==> src/rtl/uart_pkg.sv <==
// uart_pkg -- shared definitions for the UART transmitter (and the future
// receiver).
//   * PARITY_NONE / PARITY_EVEN / PARITY_ODD : parity mode encodings
//   * uart_state_t plus ST_* constants       : transmitter FSM states
//   * cycles_per_bit(clk_mhz, baud)          : clocks per bit, truncated
//   * parity_bit(d, mode)                    : parity for up to 8 data bits
package uart_pkg;

   localparam logic [1:0] PARITY_NONE = 2'd0;
   localparam logic [1:0] PARITY_EVEN = 2'd1;
   localparam logic [1:0] PARITY_ODD  = 2'd2;

   typedef logic [2:0] uart_state_t;

   localparam uart_state_t ST_IDLE   = 3'd0;
   localparam uart_state_t ST_START  = 3'd1;
   localparam uart_state_t ST_DATA   = 3'd2;
   localparam uart_state_t ST_PARITY = 3'd3;
   localparam uart_state_t ST_STOP   = 3'd4;
   localparam uart_state_t ST_BREAK  = 3'd5;

   // Computed in 64 bits so large clock frequencies cannot overflow.
   function automatic int unsigned cycles_per_bit(input int unsigned clk_mhz,
                                                  input int unsigned baud);
      longint unsigned hz;
      hz = 64'(clk_mhz) * 64'd1000000;
      if (baud == 32'd0) begin
         return 32'd0;
      end else begin
         return 32'(hz / 64'(baud));
      end
   endfunction

   // Data narrower than 8 bits is zero-extended by the caller; the extra
   // zeros do not change the XOR.
   function automatic logic parity_bit(input logic [7:0] d, input logic [1:0] mode);
      case (mode)
         PARITY_EVEN: return ^d;
         PARITY_ODD:  return ~^d;
         default:     return 1'b0;
      endcase
   endfunction

endpackage

==> src/rtl/uart_tx_fifo.sv <==
// uart_tx_fifo -- synchronous first-word-fall-through FIFO for the UART
// transmitter.
//   clk, rst : clock and synchronous active-high reset (empties the FIFO)
//   push/din : write din when push && !full
//   pop/dout : dout shows the oldest entry; pop && !empty removes it
//   full, empty, level : occupancy status from the registered level
module uart_tx_fifo #(
   parameter int WIDTH = 8,
   parameter int DEPTH = 4
) (
   input  logic                     clk,
   input  logic                     rst,
   input  logic                     push,
   input  logic                     pop,
   input  logic [WIDTH-1:0]         din,
   output logic [WIDTH-1:0]         dout,
   output logic                     full,
   output logic                     empty,
   output logic [$clog2(DEPTH):0]   level
);

   localparam int AW = $clog2(DEPTH);
   localparam logic [AW-1:0] PTR_ONE  = AW'(1);
   localparam logic [AW:0]   LVL_ONE  = (AW+1)'(1);
   localparam logic [AW:0]   LVL_ZERO = (AW+1)'(0);
   localparam logic [AW:0]   LVL_FULL = (AW+1)'(DEPTH);

   logic [WIDTH-1:0] mem_r [DEPTH];
   logic [AW-1:0]    wr_ptr_r;
   logic [AW-1:0]    rd_ptr_r;
   logic [AW:0]      level_r;
   logic             push_ok_s;
   logic             pop_ok_s;

   // Qualify requests against the registered occupancy.
   always_comb begin
      push_ok_s = push && (level_r != LVL_FULL);
      pop_ok_s  = pop  && (level_r != LVL_ZERO);
   end

   // Pointers and level; a simultaneous push and pop leaves the level unchanged.
   always_ff @(posedge clk) begin
      if (rst) begin
         wr_ptr_r <= '0;
         rd_ptr_r <= '0;
         level_r  <= LVL_ZERO;
      end else begin
         if (push_ok_s) begin
            wr_ptr_r <= wr_ptr_r + PTR_ONE;
         end
         if (pop_ok_s) begin
            rd_ptr_r <= rd_ptr_r + PTR_ONE;
         end
         case ({push_ok_s, pop_ok_s})
            2'b10:   level_r <= level_r + LVL_ONE;
            2'b01:   level_r <= level_r - LVL_ONE;
            default: level_r <= level_r;
         endcase
      end
   end

   // Storage array; contents need no reset because the pointers define validity.
   always_ff @(posedge clk) begin
      if (push_ok_s) begin
         mem_r[wr_ptr_r] <= din;
      end
   end

   assign dout  = mem_r[rd_ptr_r];
   assign full  = (level_r == LVL_FULL);
   assign empty = (level_r == LVL_ZERO);
   assign level = level_r;

endmodule

==> src/rtl/uart_tx_cfg.sv <==
// uart_tx_cfg -- configurable UART transmitter with a small transmit FIFO.
//   clk, rst   : clock and synchronous active-high reset
//   data/valid : byte to queue; accepted on an edge where valid && ready
//   ready      : FIFO has room
//   tx         : serial line, idle high, registered
//   busy       : a frame (or break/guard time) is in progress, registered
//   fifo_level : number of queued entries
//   brk        : line-break request (only with UART_TX_BREAK_EN defined)
// Optional feature macro: UART_TX_BREAK_EN adds the brk input. After the
// current frame, the line is held low while brk=1. When brk falls, the line
// is held idle-high for one stop period before the next start bit.
module uart_tx_cfg import uart_pkg::*; #(
   parameter int CLK_FREQ   = 27,
   parameter int BAUD       = 115200,
   parameter int DATA_BITS  = 8,
   parameter int PARITY     = 0,
   parameter int STOP_BITS  = 1,
   parameter int FIFO_DEPTH = 4
) (
   input  logic                          clk,
   input  logic                          rst,
   input  logic [DATA_BITS-1:0]          data,
   input  logic                          valid,
   output logic                          ready,
   output logic                          tx,
   output logic                          busy,
   output logic [$clog2(FIFO_DEPTH):0]   fifo_level
`ifdef UART_TX_BREAK_EN
   ,
   input  logic                          brk
`endif
);

   localparam int unsigned CYCLE   = cycles_per_bit(CLK_FREQ, BAUD);
   localparam int          LW      = $clog2(FIFO_DEPTH) + 1;
   localparam logic [31:0] BIT_LAST  = 32'(CYCLE - 1);
   localparam logic [2:0]  DATA_LAST = 3'(DATA_BITS - 1);
   localparam logic [2:0]  STOP_LAST = 3'(STOP_BITS - 1);
   localparam logic [1:0]  PAR_MODE  = 2'(PARITY);

   localparam bit CFG_OK = (CYCLE >= 2) && (DATA_BITS >= 5) && (DATA_BITS <= 8) &&
                           (PARITY >= 0) && (PARITY <= 2) &&
                           (STOP_BITS >= 1) && (STOP_BITS <= 2) &&
                           (FIFO_DEPTH >= 2) && ((FIFO_DEPTH & (FIFO_DEPTH - 1)) == 0);

   if (!CFG_OK) begin : g_bad_cfg
      $error("uart_tx_cfg: illegal parameter set (CYCLE, DATA_BITS, PARITY, STOP_BITS or FIFO_DEPTH)");
   end

   uart_state_t          state_r;
   logic [31:0]          cnt_r;
   logic [2:0]           idx_r;
   logic [DATA_BITS-1:0] shift_r;
   logic                 par_r;
   logic                 tx_r;
   logic                 busy_r;

   logic [DATA_BITS-1:0] fifo_dout_s;
   logic                 fifo_full_s;
   logic                 fifo_empty_s;
   logic [LW-1:0]        fifo_level_s;
   logic                 push_s;
   logic                 pop_s;
   logic                 brk_s;
   logic                 bit_end_s;
   logic                 stop_end_s;

   uart_tx_fifo #(
      .WIDTH (DATA_BITS),
      .DEPTH (FIFO_DEPTH)
   ) u_fifo (
      .clk   (clk),
      .rst   (rst),
      .push  (push_s),
      .pop   (pop_s),
      .din   (data),
      .dout  (fifo_dout_s),
      .full  (fifo_full_s),
      .empty (fifo_empty_s),
      .level (fifo_level_s)
   );

   // Break request, tied off when the feature is not built.
   always_comb begin
`ifdef UART_TX_BREAK_EN
      brk_s = brk;
`else
      brk_s = 1'b0;
`endif
   end

   // Bit-boundary decode and FIFO handshake. A pending break takes priority
   // over starting the next frame, so the queued entry stays in the FIFO.
   always_comb begin
      bit_end_s  = (cnt_r == BIT_LAST);
      stop_end_s = bit_end_s && (idx_r == STOP_LAST);
      push_s     = valid && !fifo_full_s;
      pop_s      = 1'b0;
      case (state_r)
         ST_IDLE: pop_s = !fifo_empty_s && !brk_s;
         ST_STOP: pop_s = stop_end_s && !fifo_empty_s && !brk_s;
         default: pop_s = 1'b0;
      endcase
   end

   // Shift latch: loaded on pop, shifted at each start/data bit boundary so
   // bit 0 always holds the next data bit to drive.
   always_ff @(posedge clk) begin
      if (rst) begin
         shift_r <= '0;
         par_r   <= 1'b0;
      end else if (pop_s) begin
         shift_r <= fifo_dout_s;
         par_r   <= parity_bit(8'(fifo_dout_s), PAR_MODE);
      end else if (bit_end_s && ((state_r == ST_START) || (state_r == ST_DATA))) begin
         shift_r <= {1'b0, shift_r[DATA_BITS-1:1]};
      end
   end

   // Frame FSM, baud counter and the tx/busy output registers. idx_r counts
   // data bits in DATA and stop bits in STOP.
   always_ff @(posedge clk) begin
      if (rst) begin
         state_r <= ST_IDLE;
         cnt_r   <= 32'd0;
         idx_r   <= 3'd0;
         tx_r    <= 1'b1;
         busy_r  <= 1'b0;
      end else begin
         case (state_r)
            ST_IDLE: begin
               cnt_r <= 32'd0;
               idx_r <= 3'd0;
               if (brk_s) begin
                  state_r <= ST_BREAK;
                  tx_r    <= 1'b0;
                  busy_r  <= 1'b1;
               end else if (!fifo_empty_s) begin
                  state_r <= ST_START;
                  tx_r    <= 1'b0;
                  busy_r  <= 1'b1;
               end else begin
                  tx_r    <= 1'b1;
                  busy_r  <= 1'b0;
               end
            end
            ST_START: begin
               if (bit_end_s) begin
                  state_r <= ST_DATA;
                  cnt_r   <= 32'd0;
                  idx_r   <= 3'd0;
                  tx_r    <= shift_r[0];
               end else begin
                  cnt_r   <= cnt_r + 32'd1;
               end
            end
            ST_DATA: begin
               if (bit_end_s) begin
                  cnt_r <= 32'd0;
                  if (idx_r == DATA_LAST) begin
                     idx_r <= 3'd0;
                     if (PAR_MODE != PARITY_NONE) begin
                        state_r <= ST_PARITY;
                        tx_r    <= par_r;
                     end else begin
                        state_r <= ST_STOP;
                        tx_r    <= 1'b1;
                     end
                  end else begin
                     idx_r <= idx_r + 3'd1;
                     tx_r  <= shift_r[0];
                  end
               end else begin
                  cnt_r <= cnt_r + 32'd1;
               end
            end
            ST_PARITY: begin
               if (bit_end_s) begin
                  state_r <= ST_STOP;
                  cnt_r   <= 32'd0;
                  idx_r   <= 3'd0;
                  tx_r    <= 1'b1;
               end else begin
                  cnt_r   <= cnt_r + 32'd1;
               end
            end
            ST_STOP: begin
               if (stop_end_s) begin
                  cnt_r <= 32'd0;
                  idx_r <= 3'd0;
                  if (brk_s) begin
                     state_r <= ST_BREAK;
                     tx_r    <= 1'b0;
                  end else if (!fifo_empty_s) begin
                     state_r <= ST_START;
                     tx_r    <= 1'b0;
                  end else begin
                     state_r <= ST_IDLE;
                     tx_r    <= 1'b1;
                     busy_r  <= 1'b0;
                  end
               end else if (bit_end_s) begin
                  cnt_r <= 32'd0;
                  idx_r <= idx_r + 3'd1;
               end else begin
                  cnt_r <= cnt_r + 32'd1;
               end
            end
            ST_BREAK: begin
               // On release, reuse STOP as the idle-high guard period.
               cnt_r <= 32'd0;
               idx_r <= 3'd0;
               if (!brk_s) begin
                  state_r <= ST_STOP;
                  tx_r    <= 1'b1;
               end else begin
                  tx_r    <= 1'b0;
               end
            end
            default: begin
               state_r <= ST_IDLE;
               cnt_r   <= 32'd0;
               idx_r   <= 3'd0;
               tx_r    <= 1'b1;
               busy_r  <= 1'b0;
            end
         endcase
      end
   end

   assign ready      = !fifo_full_s;
   assign fifo_level = fifo_level_s;
   assign tx         = tx_r;
   assign busy       = busy_r;

endmodule

==> config.mk <==
export PLATFORM = sky130hd
export DESIGN_NAME = uart_tx_cfg
export DESIGN_NICKNAME = d
export VERILOG_FILES = /design/src/rtl/uart_pkg.sv /design/src/rtl/uart_tx_fifo.sv /design/src/rtl/uart_tx_cfg.sv
export SDC_FILE = /design/constraint.sdc
export NUM_CORES = 1
export LEC_CHECK = 0
export ABC_AREA = 1
export ABC_CLOCK_PERIOD_IN_PS = 5520
export CAP_MARGIN = 20
export CORE_UTILIZATION = 50
export CTS_CLUSTER_DIAMETER = 60
export DETAILED_ROUTE_END_ITERATION = 12
export PLACE_DENSITY = 0.73
export SLEW_MARGIN = 20
export SYNTH_ARGS = -nofsm -noshare
export SYNTH_HDL_FRONTEND = slang
export SYNTH_SLANG_ARGS = --single-unit
==> constraint.sdc <==
create_clock -name clk -period 5.52 [get_ports clk]
set_input_delay 1.104 -clock clk [delete_from_list [all_inputs] [get_ports clk]]
set_output_delay 1.104 -clock clk [all_outputs]
set_load 0.05 [all_outputs]
# [After elaboration in Yosys (flattened, before gate mapping)]
# Memories as Yosys holds them, arrays and structs flattened. A register that Yosys moved wholly into a read port is not among the register bits.
# Cells that the tools add are included.
[op_classes] n_addsub=6 eq_ne=20 n_mux=36 bitwise_logic=1 reduce_logical=22
[op_table] op="2-to-1 mux 32 bit" count=2
[op_table] op="one-hot mux 32 bit (2 select lines)" count=1
[op_table] op="2-to-1 mux 3 bit" count=11
[op_table] op="adder 32 x 1 -> 32 bit, second input constant" count=1
[op_table] op="equality test 32 x 8 -> 1 bit, second input constant" count=1
[op_table] op="one-hot mux 3 bit (6 select lines)" count=1
[op_table] op="2-to-1 mux 8 bit" count=2
[op_table] op="equality test 3 bit, second input constant" count=4
[op_table] op="2-to-1 mux 1 bit" count=12
[op_table] op="!= test 2 bit, second input constant" count=6
[op_table] op="zero test 3 bit" count=3
[op_table] op="one-hot mux 3 bit (3 select lines)" count=1
[op_table] op="adder 3 x 1 -> 3 bit, second input constant" count=2
[op_table] op="equality test 3 x 2 -> 1 bit, second input constant" count=2
[op_table] op="logical AND 1 bit" count=6
[op_table] op="!= test 3 bit, second input constant" count=2
[op_table] op="one-hot mux 3 bit (2 select lines)" count=1
[op_table] op="AND reduction 3 bit" count=2
[op_table] op="AND reduction 6 bit" count=1
[op_table] op="one-hot mux 1 bit (5 select lines)" count=1
[op_table] op="adder 2 x 1 -> 2 bit, second input constant" count=2
[op_table] op="2-to-1 mux 2 bit" count=2
[op_table] op="!= test 2 x 1 -> 1 bit, second input constant" count=2
[op_table] op="AND reduction 4 bit" count=1
[op_table] op="14 further kinds" count=16
[word_totals] ff_bits=55 ram_bits=32 in_bits=11 elab_cells=95 n_memories=1
[mem_list] memory="u_fifo.mem_r" depth=4 width=8 rd=1 rd_clocked_by_memory_dff=1 write_ports=1 line_no="uart_tx_fifo.sv:28" rtl="logic [WIDTH-1:0] mem_r [DEPTH];"

# [Depth between registers and ports, before layout]
# Gate-level depths: netlist of the first run.
[logic_depth] ltp_word=7 depth_mapped=17

# [Modules after synthesis]
# From an unflattened synthesis of the first run, not the netlist that was laid out.
[hier_totals] hier_cells=584 area_unflattened_um2=4707.0
[modules_own_cells] mod="uart_tx_cfg" instances=1 cells_per_inst=438 area_each_um2=3015.4
[modules_own_cells] mod="uart_tx_fifo" instances=1 cells_per_inst=146 area_each_um2=1691.6

# [Least setup slack after synthesis of the first run]
# Ideal clock, no wire load.
[synth_path] kind="register to register" start="register u_fifo.level_r[2] (netlist: u_fifo.level[2])" end="register u_fifo.level_r[2] (netlist: u_fifo.level[2])" setup_ns=0.122 arrival_ns=2.574 slack_ns=2.824 stages_incl_launch_ff=10 period_less_slack_ns=2.696 cell_sequence="dfxtp_1 > nand3_1 > nand2_1 > ha_1 > inv_1 > fa_1 > a21oi_1 > o21ai_0 > o21ai_0 > a21oi_1"
[synth_via] elab_cells_between_ends=17
[synth_rtl] element="start, declared" line_no="uart_tx_fifo.sv:31" rtl="logic [AW:0] level_r;"
[synth_rtl] element="start signal, assigned" line_no="uart_tx_fifo.sv:55" rtl="2'b10: level_r <= level_r + LVL_ONE;"
[synth_rtl] element="start signal, assigned" line_no="uart_tx_fifo.sv:56" rtl="2'b01: level_r <= level_r - LVL_ONE;"
[synth_rtl] element="start signal, assigned" line_no="uart_tx_fifo.sv:57" rtl="default: level_r <= level_r;"
[synth_rtl] element="equality test 3 bit (*)" line_no="uart_tx_fifo.sv:70" rtl="assign full = (level_r == LVL_FULL);"
[synth_rtl] element="zero test 1 bit (*)"
[synth_rtl] element="via ready" line_no="uart_tx_cfg.sv:24" rtl="output logic ready,"
[synth_rtl] element="logical AND 1 bit (*)" line_no="uart_tx_cfg.sv:97" rtl="push_s = valid && !fifo_full_s;"
[synth_rtl] element="logical AND 1 bit (*)" line_no="uart_tx_fifo.sv:37" rtl="push_ok_s = push && (level_r != LVL_FULL);"
[synth_rtl] element="equality test 2 x 1 -> 1 bit or equality test 2 bit (tied branches)" line_no="uart_tx_fifo.sv:54" rtl="case ({push_ok_s, pop_ok_s})"
[synth_rtl] element="one-hot mux 3 bit (2 select lines) or nonzero test 2 bit (tied branches)"
# Mark *: on every way through the listed nets, which the timed path passes. The rest lies on a longest branch.
# A chain may end at the register's enable or synchronous reset.

# [Worst setup path in the final report of the first run]
[layout_path] start="register cnt_r[0]" end="register u_fifo.level_r[2] (netlist: u_fifo.level[2])"
[layout_via] elab_chain_len=7 elab_cells_between_ends=9
[layout_rtl] element="start, declared" line_no="uart_tx_cfg.sv:51" rtl="logic [31:0] cnt_r;"
[layout_rtl] element="start signal, assigned" line_no="uart_tx_cfg.sv:154" rtl="cnt_r <= cnt_r + 32'd1;"
[layout_rtl] element="start signal, assigned" line_no="uart_tx_cfg.sv:174" rtl="cnt_r <= cnt_r + 32'd1;"
[layout_rtl] element="start signal, assigned" line_no="uart_tx_cfg.sv:184" rtl="cnt_r <= cnt_r + 32'd1;"
[layout_rtl] element="equality test 32 x 8 -> 1 bit (*)" line_no="uart_tx_cfg.sv:95" rtl="bit_end_s = (cnt_r == BIT_LAST);"
[layout_rtl] element="logical AND 1 bit (*)" line_no="uart_tx_cfg.sv:96" rtl="stop_end_s = bit_end_s && (idx_r == STOP_LAST);"
[layout_rtl] element="logical AND 1 bit (*)" line_no="uart_tx_cfg.sv:101" rtl="ST_STOP: pop_s = stop_end_s && !fifo_empty_s && !brk_s;"
[layout_rtl] element="one-hot mux 1 bit (2 select lines) (*)" line_no="uart_tx_cfg.sv:99" rtl="case (state_r)"
[layout_rtl] element="logical AND 1 bit (*)" line_no="uart_tx_fifo.sv:38" rtl="pop_ok_s = pop && (level_r != LVL_ZERO);"
[layout_rtl] element="via u_fifo.pop_ok_s" line_no="uart_tx_fifo.sv:33" rtl="logic pop_ok_s;"
[layout_rtl] element="equality test 2 x 1 -> 1 bit or equality test 2 bit (tied branches)" line_no="uart_tx_fifo.sv:54"
[layout_rtl] element="one-hot mux 3 bit (2 select lines) or nonzero test 2 bit (tied branches)"
# Marks and branches as above.

==> results of run 1 <==
==> flip-flops by register name, indices dropped and copies added (netlist names), named ones only <==
| name | cells |
|---|---|
| busy | 1 |
| cnt_r | 32 |
| idx_r | 3 |
| shift_r | 8 |
| state_r | 3 |
| tx | 1 |
| u_fifo.level | 3 |
| u_fifo.mem_r | 32 |
| u_fifo.rd_ptr_r | 2 |
| u_fifo.wr_ptr_r | 2 |
==> cell families after synthesis <==
kind of cell / synth area share [%]
AND/OR/NAND/NOR: 30.0
flip-flops: 47.0
buffers and inverters: 7.20
AO/OA/AOI/OAI: 9.13
XOR/XNOR: 3.33
adder cells (fa/ha/maj): 3.25
==> cells in the mapped netlist <==
library cell  instances
a211oi_1              1
a21oi_1              29
a31oi_1               1
and3_2                1
buf_4                 3
buf_6                 1
clkbuf_1              3
clkinv_1              1
dfxtp_1              57
edfxtp_1             32
fa_1                  1
ha_1                 10
inv_1                60
inv_2                11
inv_4                 1
nand2_1              95
nand2_2               4
nand2_4               2
nand3_1              35
nand3_2               1
nand3b_1              3
nand3b_2              1
nand4_1              12
nand4_2               1
nor2_1              114
nor2_2               10
nor2_4                3
nor2_8                1
nor3_1               10
nor3_2                1
nor3b_1               1
nor4_1                2
o21ai_0              32
o21ai_1               2
o21ai_2               1
o21bai_2              1
o221ai_1              1
o22ai_1               8
xnor2_1               4
xor2_1               13
==> path summary, 6_finish.rpt <==
| kind | to | slack (ps) | cells after the start |
|---|---|---|---|
| setup / recovery | u_fifo.level[2]$_SDFFE_PP0P_ | 2630 | 16 |
| hold / removal | shift_r[2]$_SDFFE_PP0P_ | 490 | 2 |
| setup reg to reg | u_fifo.level[2]$_SDFFE_PP0P_ | 2630 | 16 |
| hold reg to reg | shift_r[2]$_SDFFE_PP0P_ | 490 | 2 |
==> power by group through the flow <==
stage	registers, W	clock network, W	logic [W]
2_1_floorplan	0.000880	0	0.000458
3_3_place_gp	0.000853	0	0.000609
3_5_place_dp	0.000858	0	0.000627
4_1_cts	0.000843	0.000449	0.000629
5_1_grt	0.000856	0.000472	0.000715
6_report	0.000843	0.000442	0.000631
==> critical path, stage by stage, from the launching register on <==
cell	delay [ps]
dfxtp_1	390
ha_1	210
nand2_1	60
nor2_1	140
nand2_1	100
nor2_2	160
nand3_2	110
nand2_4	120
nand2_4	130
inv_2	120
ha_1	150
inv_1	70
fa_1	390
a21oi_1	180
o21ai_0	150
o21ai_0	210
a21oi_1	70
==> cell type report <==
cell class / instances / area [um2]
Multi-Input combinational cell: 401 / 2040
Tap cell: 108 / 135
Clock buffer: 9 / 124
Clock inverter: 7 / 71.3
Fill cell: 795 / 3760
Inverter: 73 / 277
Sequential cell: 89 / 2100
Timing Repair Buffer: 16 / 160
==> metal layers <==
metal / vias to the layer above / track usage, % / part of all wire [%]
met4: 0 / 9.07 / 1.8
li1: 1896 / - / -
met5: - / 0 / 0
met1: 1678 / 27.8 / 48
met2: 85 / 33.2 / 46
met3: 15 / 4.62 / 4.7
==> per-stage QoR <==
step                total power [W]  setup WS, ps  instances  area, um2
floorplan                   0.00134          2820        570       4470
global placement            0.00146          2620        687       4720
detailed placement          0.00149          2440        687       4720
CTS                         0.00192          2640        703       4910
global route                0.00204          2400        703       4910
finish                      0.00192          2630        703       4910
==> metrics.md, run 1 <==
| Metric | Value |
|---|---|
| Number of global-route vias before repair | 3323 |
| # diodes | 0 |
| Tmin final | 2890 ps |
| Max Slew Vio Count | 0 |
| #FFs+latches synth | 89 |
| F_max | approximately 0.35 GHz |
| First-pass GRT wire length | 15.0 mm |
| HPWL after DPL | 6.49 mm |
| Reg-to-reg startpoint | cnt_r[0]$_SDFF_PP0_ |
| Clock sinks | slightly below 90 |
| Area delta synth->final | 9.97% |
| Vias per inst | around 5.2 |
| Leak Pwr | about 1.8 nW |
| Crit path arrival time | 3140 ps |
| Fin util | a little under three fifths |
| Sw frac | 39.6% |
| I/O pin count | 17 |
| Final Hold Fails | 0 |
| Setup Fix Bufs, Post-CTS | 0 |
| Overflow after GRT | 0 |
| Post-CTS Resized | 0 |
| Mapped Nets | roughly 600 |
| # hold bufs at CTS | 0 |
| Commonest non-fill, non-tap cell in the layout | nor2_1 |
| DRT iter0 DRCs | 288 |
| Netlist Area Pre-Place | 4470 um2 |
| Register area share after synthesis | 47.0% |
| Avg Cell Area, Syn | 7.84 um2 |
| Relative slew slack | 48.1% |
| Post-synth cell types | 40 |
| Total Wirelength | around 9 mm |
| Drt drc | 0 |
| Most frequent cells in the layout | nor2_1, nand2_1, inv_1 |
| CTS clock-pin slew for the worst setup and hold paths | around 100 ps |
| Clock power frac | 23.1% |
| Initial antenna violation count | 0 |
| Setup_tns | 0 ps |
| P per Cell Area | 390 nW/um2 |
| Sequential power share | 44.0% |
| Chip width | 96.5 um |
| Clk_skew | 11.6 ps |
| Detailed-route via count | 3674 |
| CTS H-tree lvls | 3 |
| Outcome | finished, final reports clean |
| Syn Inst Count | 570 |
| RSZ-0062 raised after global routing | false |
| Nets | 612 |
| Fin crit share | between 50 and 60% |
| Hold WS | 491 ps |
| Post-synth top area share | 25.5% |
| Clock buffer depth | 2 |
| Buffers on Ports | 16 |
| Crit path kind | reg -> reg |
| Initial Utilization | just over 50% |
| Die Y | approximately 97 um |
| Maximum VDD drop | 0.177 mV |
| Final setup viols | 0 |
| GRT Total Usage | 21.1% |
| Required time worst endpoint | 5770 ps |
| Worst min-delay path class | reg -> reg |
| WL per Instance | 12.9 um |
| Largest net degree at the start of global routing | 27 |
| Root Buffer | clkbuf_8 |
| Worst Setup SP | cnt_r[0]$_SDFF_PP0_ |
| Crit end category | flop |
| Ys Warns | 0 |
| Die ar. | 9320 um2 |
| Core footprint | 8680 um2 |
| CP Max Fanout | 15 |
| Hold Path Origin | shift_r[2]$_SDFFE_PP0P_ |
| CP Launch Type | flop |
| Routed Antenna Nets | 0 |
| Area contributors post-synth | dfxtp_1, edfxtp_1, nor2_1 |
| Worst Tran Pin Value | 776 ps |
| Rows | 34 |
| Logic pwr share | 32.9% |
| Max-cap violations | 0 |
| 1st-pass router iterations | 5 |
| CTS tree | yes |
| Switching pwr | 0.000760 W |
| Num CTS Buffers | 9 |
| Internal Pwr Total | roughly 0.0012 W |
| Post-synth top area cell | dfxtp_1 |
| Clk_lat worst skew | ~370 ps |
| Final Wtd Congestion | 0.878 |
| Layout cell share with drive strength beyond 1 | 9.24% |
Power figures use the tool's default switching activity.
==> inputs of run 2 (changes only) <==
--- a/config.mk
+++ b/config.mk
@@ -6,12 +6,12 @@
 export NUM_CORES = 1
 export LEC_CHECK = 0
 export ABC_AREA = 1
-export ABC_CLOCK_PERIOD_IN_PS = 5520
+export ABC_CLOCK_PERIOD_IN_PS = 2600
 export CAP_MARGIN = 20
 export CORE_UTILIZATION = 50
 export CTS_CLUSTER_DIAMETER = 60
 export DETAILED_ROUTE_END_ITERATION = 12
-export PLACE_DENSITY = 0.73
+export PLACE_DENSITY = 0.76
 export SLEW_MARGIN = 20
 export SYNTH_ARGS = -nofsm -noshare
 export SYNTH_HDL_FRONTEND = slang
==> constraint.sdc (replaced) <==
create_clock -name clk -period 2.6 [get_ports clk]
set_input_delay 0.52 -clock clk [delete_from_list [all_inputs] [get_ports clk]]
set_output_delay 0.52 -clock clk [all_outputs]
set_load 0.05 [all_outputs]
==> metrics.md, run 2 (synthesized netlist as in run 1, its figures left out) <==
| Metric | Value |
|---|---|
| Outcome | finished, final reports clean |
| Detailed-route via count | 3714 (+1.1%) |
| Worst Tran Pin Value | 502 ps (-274 ps) |
| Tmin final | 2400 ps (-491 ps) |
| Overall power | 0.00422 W (+120%) |
| Area delta synth->final | 12.5% |
| Clock sinks | 89 (unchanged) |
| Number of global-route vias before repair | 3317 (-0.18%) |
| Clk_lat worst skew | 360 ps (about the same) |
| CP Max Fanout | 6 (-9) |
| Crit path kind | reg -> reg |
| Commonest non-fill, non-tap cell in the layout | nor2_1 |
| P per Cell Area | 839 nW/um2 (+120%) |
| Overflow after GRT | 0 (unchanged) |
| Clk_skew | 14.4 ps (+2.83 ps) |
| # diodes | 0 (unchanged) |
| First-pass GRT wire length | 14.7 mm (-1.8%) |
| Nets | 623 (+1.8%) |
| CTS H-tree lvls | 3 (unchanged) |
| DP Cell Count | 696 (+1.3%) |
| Relative slew slack | 66.3% (+18 points) |
| Most frequent cells in the layout | nor2_1, nand2_1, inv_1 |
| Final Hold Fails | 0 (unchanged) |
| Crit end category | flop |
| Initial antenna violation count | 0 (unchanged) |
| CTS clock-pin slew for the worst setup and hold paths | 100 ps (about the same) |
| Worst min-delay path class | reg -> reg |
| Final setup viols | 0 (unchanged) |
| Layout cell share with drive strength beyond 1 | 11.4% (+2.1 points) |
| Leak Pwr | 1.91 nW (+4.0%) |
| Setup_tns | 0 ps (unchanged) |
| Total Wirelength | 9.04 mm (-0.23%) |
| Maximum VDD drop | 0.552 mV (+210%) |
| Die Y | 96.5 um (unchanged) |
| CP Launch Type | flop |
| Biggest registers after layout | cnt_r x32, u_fifo.mem_r x32, shift_r x8 |
| F_max | 0.417 GHz (+20%) |
| WL per Instance | 12.7 um (-1.8%) |
| Drt drc | 0 (unchanged) |
| Rows | 34 (unchanged) |
| Vias per inst | 5.20 (-0.47%) |
| Final Wtd Congestion | 0.886 (+0.83%) |
| Clock buffer depth | 2 (unchanged) |
| Fin crit share | 92.3% (+40 points) |
| CTS tree | yes |
| Die ar. | 9320 um2 (unchanged) |
| Largest net degree at the start of global routing | 27 (unchanged) |
| Buffers on Ports | 16 (unchanged) |
| Routed Antenna Nets | 0 (unchanged) |
| 1st-pass router iterations | 4 (-1) |
| I/O pin count | 17 (unchanged) |
| Initial Utilization | 51.5% (unchanged) |
| GRT Total Usage | 20.6% (-0.46 points) |
| Max Slew Vio Count | 0 (unchanged) |
| Core footprint | 8680 um2 (unchanged) |
| Max-cap violations | 0 (unchanged) |
| HPWL after DPL | 6.58 mm (+1.5%) |
| DRT iter0 DRCs | 191 (-34%) |
| Num CTS Buffers | 9 (unchanged) |
| Crit path arrival time | 2660 ps (-480 ps) |
| Chip width | 96.5 um (unchanged) |
| Required time worst endpoint | 2860 ps (-2910 ps) |
| Root Buffer | clkbuf_8 |
| RSZ-0062 raised after global routing | false |
| # hold bufs at CTS | 0 (unchanged) |
| Non-Filler Instances | 714 (+1.6%) |
run 2: cell count changes in the layout (fill, tap and decap cells not counted), sizes merged:
| cell | previous run | this run |
|---|---|---|
| clkinv | 2 | 3 |
| clkinvlp | 2 | 0 |
| bufinv | 0 | 1 |
| buf | 0 | 11 |
run 2: metal layers:
layer / wire length [um] / up-vias / GRT usage [%]
met5: 0 / - / 0
met1: 4350 / 1712 / 25.9
li1: - / 1928 / -
met4: 145 / 0 / 7.97
met3: 296 / 17 / 4.46
met2: 4250 / 57 / 34.4
run 2: area by class of cell:
cell class,count,area [um2]
Timing Repair Buffer,27,243
Clock inverter,7,95.1
Clock buffer,9,124
Inverter,73,277
Fill cell,796,3650
Multi-Input combinational cell,401,2050
Tap cell,108,135
Sequential cell,89,2100
run 2: path summary, 6_finish.rpt:
kind | cells after the start | slack [ps] | end | start
setup / recovery | 17 | 200 | u_fifo.level[2]$_SDFFE_PP0P_ | cnt_r[1]$_SDFF_PP0_
hold / removal | 1 | 440 | cnt_r[0]$_SDFF_PP0_ | cnt_r[0]$_SDFF_PP0_
setup reg to reg | 17 | 200 | u_fifo.level[2]$_SDFFE_PP0P_ | cnt_r[1]$_SDFF_PP0_
hold reg to reg | 1 | 440 | cnt_r[0]$_SDFF_PP0_ | cnt_r[0]$_SDFF_PP0_
run 2: timing repair:
action                     in CTS  in global routing
setup endpoints to repair       0                  1
buffers inserted                0                  2
resized for setup               0                  3
run 2: worst max-delay path, stage by stage, from the launching register on:
cell,delay (ps)
dfxtp_1,330
inv_1,50
ha_1,170
nand2_1,70
nor2_2,120
nand2_1,80
nor2_2,120
nand3_2,100
nand2_4,110
nand2_4,50
inv_2,80
ha_1,140
inv_1,60
fa_1,380
a21oi_1,140
o21ai_0,110
o21ai_1,130
a21oi_1,50
run 2: report_power, final:
group          internal, W  switching (W)
combinational     0.000487       0.000939
sequential         0.00165       0.000114
clock             0.000475       0.000556
total              0.00261        0.00161
run 2: per-stage QoR:
step	setup WS (ps)	util (%)	cell area [um2]	hold WS [ps]
finish	199	57.9	5030	436
floorplan	146	-	4470	433
global route	9.54	57.9	5030	463
global placement	183	55.2	4790	447
CTS	92.0	57.7	5010	477
detailed placement	79.4	55.2	4790	454
